**config.mk**
```make
export PLATFORM = sky130hd
export DESIGN_NAME = mem_stage
export DESIGN_NICKNAME = d
export VERILOG_FILES = /design/src/rtl/mem_stage.sv
export SDC_FILE = /design/constraint.sdc
export NUM_CORES = 1
export LEC_CHECK = 0
export BUFFER_PORTS_ARGS = -buffer_cell sky130_fd_sc_hd__buf_2
export CAP_MARGIN = 20
export CORE_AREA = 5 5 120 122
export DETAILED_ROUTE_END_ITERATION = 10
export DIE_AREA = 0 0 125 127
export PLACE_DENSITY = 0.76
export SETUP_SLACK_MARGIN = 0.02
export SKIP_LAST_GASP = 1
export SYNTH_ARGS = -nofsm -noshare
export SYNTH_HDL_FRONTEND = slang
export SYNTH_SLANG_ARGS = --single-unit
```
**constraint.sdc**
```tcl
create_clock -name clk -period 2.9 [get_ports clk]
set_clock_uncertainty 0.1 [all_clocks]
set_input_delay 0.58 -clock clk [delete_from_list [all_inputs] [get_ports clk]]
set_output_delay 0.58 -clock clk [all_outputs]
set_load 0.03 [all_outputs]
```
**src/rtl/mem_stage.sv**
```systemverilog
// MEM pipeline stage: data-memory handshake FSM, branch resolution and MEM/WB register.
// Optional access-timeout logic is enabled with `define MEM_TIMEOUT_EN.
module mem_stage (
  input  logic        clk,
  input  logic        reset,
  input  logic [31:0] pc_branch_MEM,
  input  logic [31:0] alu_MEM,
  input  logic [31:0] writedata_MEM,
  input  logic [4:0]  rd_MEM,
  input  logic        zero_MEM,
  input  logic        branch_MEM,
  input  logic        memread_MEM,
  input  logic        memwrite_MEM,
  input  logic        memtoreg_MEM,
  input  logic        regwrite_MEM,
  output logic        dmem_req,
  output logic        dmem_we,
  output logic [31:0] dmem_addr,
  output logic [31:0] dmem_wdata,
  input  logic        dmem_ack,
  input  logic [31:0] dmem_rdata,
  output logic        stall_mem,
  output logic        pc_src,
  output logic [31:0] pc_target,
  output logic        flush_req,
  output logic [31:0] readdata_WB,
  output logic [31:0] alu_WB,
  output logic [4:0]  rd_WB,
  output logic        memtoreg_WB,
  output logic        regwrite_WB,
  output logic        mem_err
);

  typedef enum logic {IDLE, ACCESS} state_t;

  state_t state, state_next;
  logic   memop;
  logic   timeout;
  logic   start;

  assign memop = memread_MEM | memwrite_MEM;
  assign start = (state == IDLE) && memop;

`ifdef MEM_TIMEOUT_EN
  logic [3:0] wait_cnt;

  // Timeout fires in the ACCESS cycle whose un-acked edge would bring the counter to 15.
  assign timeout = (state == ACCESS) && !dmem_ack && (wait_cnt == 4'd14);

  always_ff @(posedge clk) begin
    if (reset) begin
      wait_cnt <= 4'd0;
    end else if (start) begin
      wait_cnt <= 4'd0;
    end else if ((state == ACCESS) && !dmem_ack) begin
      wait_cnt <= wait_cnt + 4'd1;
    end
  end

  always_ff @(posedge clk) begin
    if (reset) begin
      mem_err <= 1'b0;
    end else begin
      mem_err <= timeout;
    end
  end
`else
  assign timeout = 1'b0;
  assign mem_err = 1'b0;
`endif

  always_ff @(posedge clk) begin
    if (reset) begin
      state <= IDLE;
    end else begin
      state <= state_next;
    end
  end

  always_comb begin
    state_next = state;
    stall_mem  = 1'b0;
    case (state)
      IDLE: begin
        if (memop) begin
          state_next = ACCESS;
          stall_mem  = 1'b1;
        end
      end
      ACCESS: begin
        if (dmem_ack || timeout) begin
          state_next = IDLE;
        end else begin
          stall_mem = 1'b1;
        end
      end
      default: begin
        state_next = IDLE;
      end
    endcase
  end

  // Request attributes are latched on entry so the memory sees them stable for the whole access.
  always_ff @(posedge clk) begin
    if (reset) begin
      dmem_req   <= 1'b0;
      dmem_we    <= 1'b0;
      dmem_addr  <= 32'd0;
      dmem_wdata <= 32'd0;
    end else begin
      dmem_req <= (state_next == ACCESS);
      if (start) begin
        dmem_we    <= memwrite_MEM & ~memread_MEM;
        dmem_addr  <= alu_MEM;
        dmem_wdata <= writedata_MEM;
      end
    end
  end

  assign pc_src    = branch_MEM & zero_MEM;
  assign pc_target = pc_branch_MEM;
  assign flush_req = pc_src & ~stall_mem;

  // A stalled edge sends a bubble to WB; an unstalled edge retires the instruction.
  always_ff @(posedge clk) begin
    if (reset) begin
      readdata_WB <= 32'd0;
      alu_WB      <= 32'd0;
      rd_WB       <= 5'd0;
      memtoreg_WB <= 1'b0;
      regwrite_WB <= 1'b0;
    end else if (!stall_mem) begin
      alu_WB      <= alu_MEM;
      rd_WB       <= rd_MEM;
      memtoreg_WB <= memtoreg_MEM;
      regwrite_WB <= regwrite_MEM & (rd_MEM != 5'd0) & ~timeout;
      if (timeout) begin
        readdata_WB <= 32'hDEADBEEF;
      end else if ((state == ACCESS) && dmem_ack && memread_MEM) begin
        readdata_WB <= dmem_rdata;
      end
    end else begin
      regwrite_WB <= 1'b0;
      memtoreg_WB <= 1'b0;
    end
  end

endmodule

```
* Word-level counts from Yosys, hierarchy flattened
Index checks and enable logic that the tools add are counted.
** Storage, ports and cells
- Bits in registers :: 137
- Bits of input ports :: 142
** Cells by class
- Multiplexer cells :: 3
- Bitwise operators :: 8
- Reductions and logical operators :: 6
** Operators by type and width (number)
- nonzero test 5 bit :: 1
- bitwise AND 1 bit :: 4
- logical AND 1 bit :: 3
- inverter 1 bit :: 3
- 2-to-1 mux 1 bit :: 2
- one-hot mux 1 bit (2 select lines) :: 1
- AND reduction 2 bit :: 1
- OR reduction 2 bit :: 1
- bitwise OR 1 bit :: 1

* Depth between registers and ports, before layout
- Depth after elaboration :: 5
- Gate-level depth with buffers :: 5
- Gate-level depth less buffers :: 3

* Worst setup path before layout
No wires, ideal clock.
- Kind :: register -> output
- From :: register dmem_req (netlist name)
- To :: output port flush_req
- Arrival :: 1.853 ns
- Required time :: 2.220 ns
- Setup slack :: 0.367 ns
- Cell stages (with the launch flop) :: 5
- Path buffers :: 1
- Cell sequence :: dfxtp_1 -> o21bai_1 -> buf_2 -> o21ai_0 -> nor2b_1
** RTL lines
- to (decl) :: line 25 : output logic flush_req,

==> results list <==
* Result of the run: complete, no violations
- Critical Path End Type: output pin
- The worst path uses around three quarters of the clock period.
- Xor/xnor cell area share of the yosys netlist: 0%
* Synthesized-area fraction occupied by and/or/nand/nor cells: 16.0%
- Entering global routing, the biggest net connects 65 pins.
- End of the worst register-to-register path: dmem_wdata[27]
* Startpoint kind of the worst setup timing path: register
- The die covers 0.0159 mm^2.
- Dividing the synthesized area by the synthesized cell count gives around 8.8 um^2.
- Summing the sequential cell areas from Yosys gives 56.7% of the chip area.
- The first detailed-routing pass ran for 4 iterations.
* Tot GR Track Use: 17.2%
- Data arrival time of the critical path: roughly 1.6 ns
- Sum of net half-perimeters after detailed placement: 9880 um
- In the final layout, the share of cells above drive strength 1 is 37.8%.
- Across the VDD grid, the largest voltage drop is 395 uV.
* Vias in the first global route: 4292
- Routed wire length: roughly 14000 um
* Clock insertion delay at the later pin of the skew report: 0.40 ns
- The worst pin sits at a relative slew slack of 53.0%.
- Input/output buffers: 249
- The worst setup path is of the reg2out kind.
- The region available for standard cell placement spans 0.0131 mm^2.
- The tightest min-delay check is of the in2reg type.
- For this run, the number of standard cells in the final layout without fillers is 944.
- Ranked by total cell area, the synthesized netlist is headed by dfxtp_1 (57%), nand2_1 (15%), a21oi_1 (10%).
* I/O pins: 315
- DRC errors left: 0
- Leakage: 0.00318 uW
- STA puts the critical path data required time at 2.22 ns.
- The tree built by TritonCTS fans out to 137 sinks.
- Multiplexer cells account for 0% of the synthesized area.
- Synthesized area: around 0.0048 mm^2
- Clock buffers created by TritonCTS: 17
- Hold-fix buffers at CTS: 0
- Post-CTS setup buffer count: 0
- TritonCTS built the clock tree.
- After detailed routing, the average wire length per cell comes to 14.9 um.
* Number of antenna violations at the first check in global routing: 0
* 1st-iter DRT viols: 190
* Worst reg2reg path depth: 4
- Worst-path maximum fanout: 7
- RSZ-0062 raised after global routing: false
* DIE WIDTH: 125 um
- Post-synth top area share: 56.7%
- Once the floorplan was initialized, standard cells occupied 37.0% of the core.
- The final hold violation count is 0.
- Post-Synth Adder-Cell Area: 0%
- 0 antenna diodes ended up in the layout.
- Final count of pins violating max slew: 0
- Bufs on Longest Clock Path: 2
* Final weighted congestion in routability-driven placement: 0.824
- Once the clock tree was built, the resizer swapped 0 gates to a different size.
* Combinational family with the most area after synthesis: compound AO/OA/AOI/OAI gates
- After synthesis the netlist holds a flip-flop and latch count of around 140.
- Net count reported at finish: 897
* Total of max-cap violations: 0
- Grt total ovfl: 0
- Number of placed cells counting well taps: 912
- The floorplan has 42 rows.
* Number of cells on the worst hold path: 2
* Count of mapped cells out of synthesis: 552
* Wire length of the first global-routing pass: between 20000 and 25000 um
- Compared with the post-synthesis result, the final layout area differs by 35.6%.
- Counting distinct cell types in the post-synthesis netlist gives 22.
- Setup slack of the worst register-to-register path: 1.17 ns
- The startpoint identified for the worst hold timing path is memtoreg_MEM.
- Slew at the pin with the worst max-slew slack: about 0.71 ns
* Reg clk slew, reported paths: around 0.060 ns
* Clock tree root buffer cell: clkbuf_16
* End of the worst hold path: memtoreg_WB
* Reg2reg start: dmem_req
* Area fraction in compound gates after synthesis: 17.8%
* Number of vias per cell: 4.72
* Library cell occupying the most area in the post-synthesis netlist: dfxtp_1
* Synthesis warning total: 0
- Fill cells in the final layout number 1243.
- Setup-failing EPs final: 0
- Via total after detailed routing: 4453
- Final ANT Viol Nets: 0
- The routed design could run at a clock period as short as 2.23 ns.
- Measured along the y axis, the die boundary spans 127 um.
- After routing, the total negative slack on setup checks comes to 0 ns.
* Level count of the clock H-tree: 4
- Fmax: 0.448 GHz
* Syn nets: 694
* Power density normalized to cell area: 776 mW/mm^2
## cells in the mapped netlist
| cell | n |
|---|---|
| and3_1 | 1 |
| a21oi_1 | 97 |
| dfxtp_1 | 137 |
| o311a_1 | 1 |
| buf_4 | 35 |
| a22o_1 | 37 |
| and2_1 | 2 |
| nand3_1 | 1 |
| nor2b_1 | 2 |
| nand2_1 | 192 |
| o21ba_2 | 1 |
| conb_1 | 1 |
| nor3_2 | 1 |
| o21bai_1 | 1 |
| clkbuf_1 | 15 |
| a211oi_1 | 1 |
| buf_6 | 3 |
| o21ba_1 | 1 |
| inv_1 | 1 |
| or3_1 | 1 |
| o21ai_0 | 1 |
| buf_2 | 20 |
## state kept, by name, summed over array words and instances (netlist names), 5 cells and up
signal	count
alu_WB	32
dmem_addr	32
dmem_wdata	32
readdata_WB	32
rd_WB	5
## worst max-delay path by stage
stage                       startpoint   endpoint  slack [ns]  cells past startpoint
after floorplan               dmem_req  flush_req        0.37                      4
after global placement    memwrite_MEM  flush_req        0.86                      5
after detailed placement  memwrite_MEM  flush_req        0.86                      5
after CTS                     dmem_req  stall_mem        0.62                      3
after global routing          dmem_req  stall_mem        0.55                      3
final                         dmem_req  stall_mem        0.67                      3
## where the power goes
group	total [uW]	switching [uW]	internal [uW]	leakage, uW
combinational	749	518	231	0.00175
sequential	2070	60.5	2010	0.00112
clock	2280	790	1490	0.000307
## placed cells by master, fill, tap and decap left out, types with 3 or more instances in the layout
master / instances
clkbuf_16: 17
bufinv_16: 4
nand2_1: 192
a21oi_1: 97
dfxtp_1: 137
a22o_1: 37
buf_4: 9
clkinv_2: 3
buf_2: 248
## metrics by stage
stage          cell area (um^2)  setup WS (ns)  hold slack [ns]  power (uW)  utilization, %
2_1_floorplan              4840          0.367            0.480        2680               -
3_3_place_gp               5930          0.861            0.338        2850            45.3
3_5_place_dp               5930          0.860            0.343        2860            45.3
4_1_cts                    6560          0.621            0.266        5160            50.1
5_1_grt                    6560          0.548            0.268        5310            50.1
6_report                   6560          0.670            0.290        5090            50.1
## routing by layer
layer / GRT usage (%) / part of all wire, %
met3: 7.39 / 9.3
met1: 19.8 / 40
met2: 27.8 / 48
met4: 7.78 / 2.4
met5: 0 / 0
## critical path, stage by stage, from the launching register on
cell,delay (ns)
dfxtp_1,0.42
inv_1,0.10
o21ai_0,0.34
buf_2,0.28
## kinds of logic (layout without fill, tap and decap cells)
logic type	after synthesis	after routing
flops	137	137
other cells	1	1
simple gates	200	200
compound gates	140	140
buf+inv	74	290
## final cells by class
type                            count  area (um^2)  share of cell area (%)
Tap cell                          176          220                    3.36
Inverter                            1         3.75                  0.0572
Timing Repair Buffer              257         1310                    20.0
Clock buffer                       21          460                    7.02
Clock inverter                     11          169                    2.58
Sequential cell                   137         2740                    41.8
Multi-Input combinational cell    341         1650                    25.2
Power figures use the tool's default switching activity.
